## src/rtl/apb_clint_timer_pkg.sv

```systemverilog
// CLINT register map, timer width and offset decoder.
// The PRESC offset decodes only when SOPHON_CLINT_PRESCALER_EN is defined.
package CLINT_PKG;

  localparam int MTIME_W = 64;

  localparam logic [31:0] MSIP_OFS        = 32'h000;
  localparam logic [31:0] MTIMECMP_LO_OFS = 32'h008;
  localparam logic [31:0] MTIMECMP_HI_OFS = 32'h00C;
  localparam logic [31:0] MTIME_LO_OFS    = 32'h010;
  localparam logic [31:0] MTIME_HI_OFS    = 32'h014;
  localparam logic [31:0] PRESC_OFS       = 32'h018;

  typedef enum logic [2:0] {
    SEL_NONE,
    SEL_MSIP,
    SEL_MTIMECMP_LO,
    SEL_MTIMECMP_HI,
    SEL_MTIME_LO,
    SEL_MTIME_HI,
    SEL_PRESC
  } reg_sel_e;

  // Misaligned offsets never match an entry, so they fall into SEL_NONE.
  function automatic reg_sel_e reg_decode(input logic [31:0] ofs);
    case (ofs)
      MSIP_OFS:        return SEL_MSIP;
      MTIMECMP_LO_OFS: return SEL_MTIMECMP_LO;
      MTIMECMP_HI_OFS: return SEL_MTIMECMP_HI;
      MTIME_LO_OFS:    return SEL_MTIME_LO;
      MTIME_HI_OFS:    return SEL_MTIME_HI;
`ifdef SOPHON_CLINT_PRESCALER_EN
      PRESC_OFS:       return SEL_PRESC;
`endif
      default:         return SEL_NONE;
    endcase
  endfunction

endpackage

```

## src/rtl/cc_itf_pkg.sv

```systemverilog
// Core-complex interconnect types: 32-bit APB request/response bundles.
package CC_ITF_PKG;

  typedef struct packed {
    logic [31:0] paddr;
    logic [31:0] pwdata;
    logic        pwrite;
    logic        psel;
    logic        penable;
  } apb_d32_req_t;

  typedef struct packed {
    logic [31:0] prdata;
    logic        pready;
    logic        pslverr;
  } apb_d32_resps_t;

endpackage

```

## src/rtl/apb_clint_timer_mtime_cnt.sv

```systemverilog
// Free-running 64-bit mtime counter with tick generation.
// SOPHON_CLINT_PRESCALER_EN adds a 16-bit prescaler between clock and tick.
module clint_mtime_cnt
  import CLINT_PKG::*;
(
  input  logic               clk_i,
  input  logic               rst_ni,
  input  logic               lo_we,
  input  logic               hi_we,
  input  logic [31:0]        wdata,
`ifdef SOPHON_CLINT_PRESCALER_EN
  input  logic               presc_we,
  input  logic [15:0]        presc_wdata,
  output logic [15:0]        presc,
`endif
  output logic [MTIME_W-1:0] mtime
);

  logic tick;

`ifdef SOPHON_CLINT_PRESCALER_EN
  logic [15:0] presc_cnt;

  assign tick = (presc_cnt == presc);

  // Reprogramming the divider or rewriting mtime restarts the tick phase.
  always_ff @(posedge clk_i or negedge rst_ni) begin
    if (!rst_ni) begin
      presc     <= '0;
      presc_cnt <= '0;
    end else begin
      if (presc_we) begin
        presc     <= presc_wdata;
        presc_cnt <= '0;
      end else if (lo_we || hi_we || tick) begin
        presc_cnt <= '0;
      end else begin
        presc_cnt <= presc_cnt + 16'd1;
      end
    end
  end
`else
  assign tick = 1'b1;
`endif

  // A half-word write suppresses that cycle's increment; the other half holds.
  always_ff @(posedge clk_i or negedge rst_ni) begin
    if (!rst_ni) begin
      mtime <= '0;
    end else if (lo_we || hi_we) begin
      if (lo_we) mtime[31:0]  <= wdata;
      if (hi_we) mtime[63:32] <= wdata;
    end else if (tick) begin
      mtime <= mtime + MTIME_W'(1);
    end
  end

endmodule

```

## src/rtl/apb_clint_timer.sv

```systemverilog
// APB machine timer / software interrupt source (mtime, mtimecmp, msip).
// Optional prescaler register enabled by SOPHON_CLINT_PRESCALER_EN.
module apb_clint_timer
  import CC_ITF_PKG::*;
  import CLINT_PKG::*;
#(
  parameter int                 APB_ADDR_WIDTH = 12,
  parameter logic [MTIME_W-1:0] MTIMECMP_RST   = 64'hFFFF_FFFF_FFFF_FFFF
) (
  input  logic           clk_i,
  input  logic           rst_ni,
  input  apb_d32_req_t   apb_req_i,
  output apb_d32_resps_t apb_rsp_o,
  output logic           irq_mti_o,
  output logic           irq_msi_o
);

  logic [31:0]        ofs;
  reg_sel_e           sel;
  logic               access;
  logic               wr;
  logic [31:0]        rdata;
  logic               msip;
  logic [MTIME_W-1:0] mtimecmp;
  logic [MTIME_W-1:0] mtime;
  logic               unused_paddr;

  assign ofs          = 32'(apb_req_i.paddr[APB_ADDR_WIDTH-1:0]);
  assign unused_paddr = ^apb_req_i.paddr[31:APB_ADDR_WIDTH];
  assign sel          = reg_decode(ofs);
  assign access       = apb_req_i.psel & apb_req_i.penable;
  assign wr           = access & apb_req_i.pwrite & (sel != SEL_NONE);

`ifdef SOPHON_CLINT_PRESCALER_EN
  logic [15:0] presc;
`endif

  clint_mtime_cnt u_mtime_cnt (
    .clk_i       (clk_i),
    .rst_ni      (rst_ni),
    .lo_we       (wr && sel == SEL_MTIME_LO),
    .hi_we       (wr && sel == SEL_MTIME_HI),
    .wdata       (apb_req_i.pwdata),
`ifdef SOPHON_CLINT_PRESCALER_EN
    .presc_we    (wr && sel == SEL_PRESC),
    .presc_wdata (apb_req_i.pwdata[15:0]),
    .presc       (presc),
`endif
    .mtime       (mtime)
  );

  always_comb begin
    rdata = '0;
    case (sel)
      SEL_MSIP:        rdata = {31'b0, msip};
      SEL_MTIMECMP_LO: rdata = mtimecmp[31:0];
      SEL_MTIMECMP_HI: rdata = mtimecmp[63:32];
      SEL_MTIME_LO:    rdata = mtime[31:0];
      SEL_MTIME_HI:    rdata = mtime[63:32];
`ifdef SOPHON_CLINT_PRESCALER_EN
      SEL_PRESC:       rdata = {16'b0, presc};
`endif
      default:         rdata = '0;
    endcase
  end

  assign apb_rsp_o.pready  = 1'b1;
  assign apb_rsp_o.pslverr = access & (sel == SEL_NONE);
  assign apb_rsp_o.prdata  = (access && sel != SEL_NONE) ? rdata : '0;

  // Compare uses the pre-update registers, so irq lags the state by one edge.
  always_ff @(posedge clk_i or negedge rst_ni) begin
    if (!rst_ni) begin
      msip      <= 1'b0;
      mtimecmp  <= MTIMECMP_RST;
      irq_mti_o <= 1'b0;
    end else begin
      if (wr && sel == SEL_MSIP)        msip            <= apb_req_i.pwdata[0];
      if (wr && sel == SEL_MTIMECMP_LO) mtimecmp[31:0]  <= apb_req_i.pwdata;
      if (wr && sel == SEL_MTIMECMP_HI) mtimecmp[63:32] <= apb_req_i.pwdata;
      irq_mti_o <= (mtime >= mtimecmp);
    end
  end

  assign irq_msi_o = msip;

endmodule

```

## config.mk

```make
export PLATFORM = sky130hd
export DESIGN_NAME = apb_clint_timer
export DESIGN_NICKNAME = d
export VERILOG_FILES = /design/src/rtl/apb_clint_timer_pkg.sv /design/src/rtl/cc_itf_pkg.sv /design/src/rtl/apb_clint_timer_mtime_cnt.sv /design/src/rtl/apb_clint_timer.sv
export SDC_FILE = /design/constraint.sdc
export NUM_CORES = 1
export LEC_CHECK = 0
export CORE_ASPECT_RATIO = 1.5
export CORE_UTILIZATION = 35
export DETAILED_ROUTE_END_ITERATION = 12
export GPL_ROUTABILITY_DRIVEN = 1
export GPL_TIMING_DRIVEN = 0
export PLACE_DENSITY_LB_ADDON = 0.05
export SYNTH_ARGS = -nofsm -noshare
export SYNTH_HDL_FRONTEND = slang
export SYNTH_SLANG_ARGS = --single-unit
```

## constraint.sdc

```tcl
create_clock -name clk_i -period 3.7 [get_ports clk_i]
set_input_delay 0.555 -clock clk_i [delete_from_list [all_inputs] [get_ports clk_i]]
set_output_delay 0.555 -clock clk_i [all_outputs]
set_load 0.02 [all_outputs]
```

Word level (Yosys, flattened, before mapping)
Index checks and enable logic that the tools add are counted.
- bits in registers: 130
- bits in latches: 0
- memory bits (writable): 0
- ROM bits: 0
- input bits: 69
- output and inout bits: 36
- word-level logic and storage cells: 39
- memories: 0
- add/sub/neg operators: 1
- $mul: 0
- div/mod/pow operators: 0
- order comparisons: 1
- equality and inequality tests: 11
- shifts and indexed selects: 0
- mux-type cells: 6
- bitwise logic cells: 4
- reductions and logical operators: 10
- operator list (operator ; number):
    32-bit one-hot mux with 5 select lines ; 1
    32-bit two-way mux ; 3
    64-bit by 1-bit adder with 64-bit output (second input constant) ; 1
    64-bit greater-or-equal comparator ; 1
    64-bit two-way mux ; 1
    32-bit logical NOT ; 1
    12-bit by 4-bit == test with 1-bit output (second input constant) ; 2
    12-bit by 5-bit == test with 1-bit output (second input constant) ; 2
    3-bit one-hot mux with 5 select lines ; 1
    3-bit by 2-bit == test with 1-bit output (second input constant) ; 2
    3-bit == test (second input constant) ; 2
    1-bit logical AND ; 6
    1-bit AND ; 4
    2-bit by 1-bit != test with 1-bit output (second input constant) ; 2
    3-bit by 1-bit == test with 1-bit output (second input constant) ; 1
    3-bit logical NOT ; 1
    3-bit nonzero test ; 1
    1-bit logical OR ; 1

Depth between registers and ports, before layout
Gate-level depths: netlist (run 1).
- depth in word-level cells: 7
- gate-level depth with buffers: 9
- gate-level depth less buffers: 8

Hierarchy
A second synthesis (run 1) with hierarchy kept.
- cells, all modules: 1010
- area, all modules: 9028.7 µm²
- by module, submodules not included (module ; instances ; cells each ; area each (µm²) ; sequential area each (µm²)):
    apb_clint_timer ; 1 ; 540 ; 5079.9 ; 1731.7
    clint_mtime_cnt ; 1 ; 470 ; 3948.8 ; 1601.5

Least setup slack after synthesis (run 1)
No wires, ideal clock.
- kind: in2out
- start point: input apb_req_i[36] (netlist bit)
- end point: output apb_rsp_o[22] (netlist bit)
- data arrival time: 2128 ps
- required time: 3145 ps
- path slack: 1017 ps
- cell stages on the path: 6
- buffers on the path: 1
- cells stage by stage: nor3_1 nand4_4 nor3_1 buf_2 nand2_1 a21oi_1
- RTL lines (what ; RTL line ; RTL):
    from (decl) ; apb_clint_timer.sv:12 ; input apb_d32_req_t apb_req_i,
    to (decl) ; apb_clint_timer.sv:13 ; output apb_d32_resps_t apb_rsp_o,

==> impl_metrics.csv, run 1 <==
group,metric,value,unit
global_route,groute.usage.overall,26.8,%
run,drv_cap,0,
placement,gp_congestion,0.858,
sta,skew,9.57,ps
worst_setup_path,slowest_delay,630,ps
finish,areaGrowthSynthToFinish,21.3,%
synth,synth_most_common_cell,"a21oi_1",
worst_setup_path,cp_slowest_cell,"clkdlybuf4s50_1",
clock_network,clockRootBuffer,"clkbuf_16",
clock_network,clock_latency,440,ps
clock_network,cts_inserted_buffers,17,
finish,final_nets,1214,
finish,nFillCells,2607,
synth,synth_flop_cell,"dfrtp_1",
synth,synth_area,9160,sq um
synth,async_reset_ff_share,100,%
global_route,grt_pass1_wl,52.7,mm
clock_network,clock-sinks,130,
clock_network,clkTransAtPathRegs,60,ps
die,die-area,26800,sq um
worst_setup_path,r2r_slack,800,ps
synth,yosysSeqAreaShare,36.4,%
placement,io_buffers,83,
routing,firstDrtPassIters,7,
finish,drive_gt1_share,17.4,%
finish,regArea,3330,sq um
sta,finalCritPeriodShare,95.6,%
clock_network,cts_buffer_depth,2,
routing,vias,8482,
synth,yosys_warnings,0,
finish,multi_input_area,5250,sq um
global_route,grt_pass1_vias,8239,
synth,syn_avg_cell_area,9.41,sq um
die,ios,105,
clock_network,tritoncts,"built",
die,design.core.area,25800,sq um
die,die-width,134,um
routing,routedWlPerCell,24.4,um
global_route,grt_overflow,0,
worst_setup_path,path_common_cell,"clkdlybuf4s50_1",
finish,n_antenna_cell,0,
synth,synth_top_area_cell,"dfstp_2",
sta,fin_crit,3540,ps
synth,ys_ff_latch,130,
min_path,min-delay-path-class,"in -> async",
sta,rsz0062_at_grt,"false",
sta,whs,95.1,ps
global_route,antenna_found_initial,0,
global_route,grt_start_max_net_pins,82,
worst_setup_path,crit_chain,"clkdlybuf4s50_1, nor4_4, nand4_4, nor3_4, buf_4, a222oi_1, a21oi_1, clkdlybuf4s50_1",
worst_setup_path,reg2reg_depth,8,
synth,synth_edf_count,0,
worst_setup_path,cp.required,3140,ps
sta,tightest_slew,915,ps
placement,post-dp-hpwl,25.4,mm
routing,drtIter0Drc,813,
worst_setup_path,worstSetupPathType,"in -> out",
finish,instances_no_fill,1426,
synth,syn-instance-count,973,
power_and_ir_drop,ir_worst_vdd,0.317,mV
die,rows,72,
power_and_ir_drop,p_per_area,327,nW/um^2
run_status,status,"finished, final reports clean",
synth,synth_top_area_share,18.4,%
sta,fmax,283,MHz
sta,hold_viol_final,0,
placement,placed_cells,1390,
clock_network,cts.htree.levels,4,
synth,synthDistinctLibCells,75,
routing,drc,0,
worst_setup_path,critPathMaxFanout,5,
worst_setup_path,worstSetupEndpointType,"output pin",
routing,drt-total-wl,34.8,mm
sta,drv_slew,0,
power_and_ir_drop,power_leakage,4.49,nW
routing,ant_nets,0,
routing,via_per_inst,5.95,
sta,slew_headroom,38.5,%
sta,setup_viol,0,
worst_setup_path,arrival,2980,ps
synth,synthTopCellsByArea,"dfstp_2, dfrtp_1, ha_1",
die,die_y,200,um
die,start_util,35.5,%
worst_setup_path,start_kind,"primary input",
synth,syn_nets,1107,
synth,synth_commonest_cells,"a21oi_1, nand2_1, inv_1",
-- critical path, delay by kind of cell --
family / cells / cell delay [ps]
buffers and inverters: 3 / 1240
and+or+nand+nor: 3 / 920
AOI/OAI and AO/OA: 2 / 250
-- layout make-up --
type	instances	share of cell area [%]
inverter	78	2.63
clock buffer	27	4.53
timing repair buffer	88	7.83
sequential	130	30.0
buffer	53	3.34
tap	333	3.75
multi-input combinational	712	47.2
clock inverter	5	0.676
-- registers in the layout, indices dropped and copies added, names as in the netlist --
register and cells:
irq_msi_o 1, u_mtime_cnt.mtime 64, irq_mti_o 1, mtimecmp 64
-- routing by layer --
layer | track usage, % | wire, um | up-vias
li1 | - | - | 3877
met1 | 32.4 | 13800 | 4226
met2 | 46.9 | 18100 | 315
met3 | 3.54 | 1740 | 64
met4 | 11.4 | 1180 | 0
met5 | 0 | 0 | -
-- kinds of logic (layout without fill, tap and decap cells) --
group / count (synthesis) / after routing / synth area share [%]
buf+inv: 131 / 251 / 6.67
compound gates: 261 / 261 / 19.7
other cells: 1 / 1 / 0.0409
simple gates: 313 / 313 / 19.6
flops: 130 / 130 / 36.4
fa+ha+maj: 65 / 65 / 8.88
xor+xnor: 3 / 3 / 0.287
mux: 69 / 69 / 8.40
-- metrics by stage --
step           setup TNS (ps)  total power [W]  setup WS [ps]  util [%]  area, sq um
2_1_floorplan               0          0.00174           1020         -         9160
3_3_place_gp          -383970          0.00193          -3760      40.4        10400
3_5_place_dp           -14150          0.00194           -562      40.5        10400
4_1_cts                     0          0.00366           8.86      43.0        11100
5_1_grt                     0          0.00377           43.9      43.1        11100
6_report                    0          0.00363            163      43.1        11100
-- placed cells by master (no fill, tap or decap), drive strengths merged, types with 7 or more instances in the layout --
| master | netlist | routed |
|---|---|---|
| a211o | 8 | 8 |
| a211oi | 18 | 18 |
| a21oi | 87 | 87 |
| a222oi | 32 | 32 |
| and2 | 7 | 7 |
| and3 | 19 | 19 |
| and4 | 9 | 9 |
| buf | 40 | 46 |
| clkbuf | 13 | 40 |
| clkdlybuf4s50 | 0 | 51 |
| dfrtp | 66 | 66 |
| dfstp | 64 | 64 |
| dlygate4sd2 | 0 | 26 |
| ha | 65 | 65 |
| inv | 78 | 78 |
| mux2 | 63 | 63 |
| nand2 | 79 | 79 |
| nand3 | 46 | 46 |
| nand4 | 40 | 40 |
| nor2 | 65 | 65 |
| nor2b | 7 | 7 |
| nor3 | 27 | 27 |
| o211ai | 7 | 7 |
| o21ai | 39 | 39 |
| o221a | 9 | 9 |
| o22ai | 11 | 11 |
-- report_power, final --
| group | switching [W] | internal (W) |
|---|---|---|
| Sequential | 0.0000881 | 0.00148 |
| Clock | 0.000654 | 0.00106 |
| Combinational | 0.000205 | 0.000149 |
| Total | 0.000947 | 0.00269 |
-- final timing paths --
kind / startpoint / end
hold reg to reg: mtimecmp[20] / mtimecmp[20]
max in group asynchronous: rst_ni / mtimecmp[34]
setup / recovery: apb_req_i[44] / apb_rsp_o[33]
setup reg to reg: mtimecmp[13] / irq_mti_o
hold / removal: rst_ni / u_mtime_cnt.mtime[24]
min in group clk_i: mtimecmp[20] / mtimecmp[20]
-- what timing repair did --
action,in CTS,in global routing
buffers inserted,1,3
endpoints found under the setup margin,32,5
pin swaps,0,2
cloned,0,0
gates resized for setup,53,6
hold buffers,0,0
(Power assumes the default switching activity.)
==> run 2, diff against run 1 <==
--- a/config.mk
+++ b/config.mk
@@ -7,8 +7,8 @@
 export LEC_CHECK = 0
 export CORE_ASPECT_RATIO = 1.5
 export CORE_UTILIZATION = 35
+export CTS_CLUSTER_SIZE = 10
 export DETAILED_ROUTE_END_ITERATION = 12
-export GPL_ROUTABILITY_DRIVEN = 1
 export GPL_TIMING_DRIVEN = 0
 export PLACE_DENSITY_LB_ADDON = 0.05
 export SYNTH_ARGS = -nofsm -noshare
==> results of run 2 <==
Final layout, timing and power as in run 1 (identical DEF).
==> run 3, diff against run 2 <==
--- a/config.mk
+++ b/config.mk
@@ -10,7 +10,7 @@
 export CTS_CLUSTER_SIZE = 10
 export DETAILED_ROUTE_END_ITERATION = 12
 export GPL_TIMING_DRIVEN = 0
-export PLACE_DENSITY_LB_ADDON = 0.05
+export PLACE_DENSITY_LB_ADDON = 0.3
 export SYNTH_ARGS = -nofsm -noshare
 export SYNTH_HDL_FRONTEND = slang
 export SYNTH_SLANG_ARGS = --single-unit
==> constraint.sdc (replaced) <==
create_clock -name clk_i -period 3.35 [get_ports clk_i]
set_input_delay 0.5025 -clock clk_i [delete_from_list [all_inputs] [get_ports clk_i]]
set_output_delay 0.5025 -clock clk_i [all_outputs]
set_load 0.02 [all_outputs]
==> run 3 against run 2 <==
  * Critical path depth grew 2
  * Sequential cell count is the same
  * Clock power grew 8%
  * Largest cell class unchanged
==> impl_metrics.csv, run 3 (synthesis results as in run 1) <==
group,metric,value,unit
routing,ant_nets,0,
finish,final_cell_mix,"a21oi_1, nand2_1, inv_1",
power_and_ir_drop,intPower,0.00294,W
power_and_ir_drop,clockPowerShare,46.8,%
placement,gp_congestion,0.913,
sta,hold_viol_final,0,
power_and_ir_drop,netSwitchingFraction,26.1,%
sta,setup_viol,0,
global_route,grt_overflow,0,
power_and_ir_drop,ir_worst_vdd,0.368,mV
clock_network,cts.htree.levels,4,
sta,skew,13.2,ps
global_route,groute.usage.overall,25.2,%
power_and_ir_drop,comb_power_share,9.8,%
sta,tightest_slew,890,ps
finish,largestRegisters,"mtimecmp x64, u_mtime_cnt.mtime x64",
routing,drc,0,
sta,fmax,309,MHz
routing,vias,8699,
die,ios,105,
die,die-area,26800,sq um
sta,finalCritPeriodShare,96.6,%
finish,final_common_cell,"a21oi_1",
finish,n_antenna_cell,0,
sta,drv_slew,0,
routing,via_per_inst,6.08,
routing,routedWlPerCell,22.8,um
clock_network,clock_latency,450,ps
finish,drive_gt1_share,20.3,%
power_and_ir_drop,total_power,0.00398,W
die,die-width,134,um
power_and_ir_drop,p_sw,0.00104,W
worst_setup_path,arrival,2730,ps
die,rows,72,
die,start_util,35.5,%
clock_network,tritoncts,"built",
power_and_ir_drop,power_leakage,4.34,nW
global_route,antenna_found_initial,0,
power_and_ir_drop,p_seq_share,43.4,%
die,die_y,200,um
die,design.core.area,25800,sq um
clock_network,clkTransAtPathRegs,50,ps
routing,firstDrtPassIters,7,
finish,nFillCells,2592,
routing,drt-total-wl,32.6,mm
worst_setup_path,critPathMaxFanout,10,
clock_network,cts_buffer_depth,2,
finish,fin_util,43.1,%
clock_network,clockRootBuffer,"clkbuf_16",
finish,areaGrowthSynthToFinish,21.1,%
power_and_ir_drop,p_per_area,359,nW/um^2
sta,fin_crit,3240,ps
global_route,grt_start_max_net_pins,93,
sta,slew_headroom,40.3,%
run_status,status,"finished, final reports clean",
global_route,grt_pass1_vias,8617,
placement,io_buffers,83,
finish,final_nets,1218,
worst_setup_path,worstSetupPathType,"in -> out",
min_path,min-delay-path-class,"reg -> reg",
worst_setup_path,worstSetupEndpointType,"output pin",
clock_network,cts_inserted_buffers,17,
placement,post-dp-hpwl,23.9,mm
worst_setup_path,start_kind,"primary input",
routing,drtIter0Drc,802,
worst_setup_path,cp.required,2850,ps
run,drv_cap,0,
global_route,grt_pass1_wl,50.5,mm
clock_network,clock-sinks,130,
-- run 3: changes by cell type in the layout (fill, tap and decap cells not counted), sizes merged --
cell,before,now
buf,46,56
clkbuf,40,51
clkdlybuf4s15,0,10
clkdlybuf4s50,51,50
clkinv,3,5
dlygate4sd2,26,2
dlygate4sd3,0,1
dlymetal6s2s,5,0
-- run 3: worst paths after layout --
path | startpoint | end | slack [ps] | depth (start not counted)
setup / recovery | apb_req_i[45] | apb_rsp_o[18] | 110 | 10
hold / removal | mtimecmp[20] | mtimecmp[20] | 510 | 2
setup reg to reg | mtimecmp[13] | irq_mti_o | 460 | 8
hold reg to reg | mtimecmp[20] | mtimecmp[20] | 510 | 2
max in group asynchronous | rst_ni | mtimecmp[32] | 1960 | 3
min in group asynchronous | rst_ni | u_mtime_cnt.mtime[28] | 550 | 2
-- run 3: area by class of cell --
type | instances | area, sq um | area share (%)
multi-input cells | 712 | 5250 | 47.3
flip-flops and latches | 130 | 3330 | 30.0
repair buffers | 92 | 832 | 7.50
clock buffers | 25 | 485 | 4.38
well taps | 333 | 417 | 3.76
plain buffers | 53 | 398 | 3.59
inverters | 78 | 293 | 2.64
clock inverters | 7 | 85.1 | 0.767
-- run 3: timing repair --
| action | CTS | global route |
|---|---|---|
| hold buffers | 1 | 0 |
| gates resized for setup | 100 | 37 |
| setup endpoints to repair | 32 | 31 |
| buffers inserted | 0 | 7 |
| cloned | 0 | 0 |
| pin swaps | 1 | 12 |
| endpoints found under the hold margin | 8 | 0 |
-- run 3: power by group through the flow --
stage	Combinational [W]	Sequential, W	Clock [W]
after floorplan	0.000209	0.00172	0
final	0.000391	0.00173	0.00186
after global routing	0.000438	0.00174	0.00195
after detailed placement	0.000387	0.00175	0
after global placement	0.000376	0.00175	0
after CTS	0.000393	0.00173	0.00189
-- run 3: metal layers --
| metal | vias to the layer above | global-route usage (%) | wire length [um] |
|---|---|---|---|
| li1 | 3883 | - | - |
| met1 | 4314 | 28.4 | 12100 |
| met5 | - | 0 | 0 |
| met2 | 389 | 44.1 | 16700 |
| met3 | 113 | 3.54 | 1840 |
| met4 | 0 | 16.1 | 1930 |
-- run 3: worst max-delay path: stages --
cell,delay [ps]
clkdlybuf4s50_1,440
nor4_4,310
buf_4,170
nand4_4,140
nor3_4,200
buf_4,190
buf_6,180
a222oi_1,120
a21oi_1,190
clkdlybuf4s15_2,280
-- run 3: metrics by stage --
| step | std cells | worst slack, ps | instance area [sq um] | TNS, ps | hold WS (ps) |
|---|---|---|---|---|---|
| after floorplan | 973 | 772 | 9160 | 0 | 207 |
| after global placement | 1389 | -3660 | 10400 | -384840 | 489 |
| after detailed placement | 1390 | -816 | 10400 | -23520 | 446 |
| after CTS | 1423 | -9.92 | 11100 | -36.4 | 508 |
| after global routing | 1430 | -22.9 | 11100 | -64.5 | 529 |
| final | 1430 | 114 | 11100 | 0 | 511 |
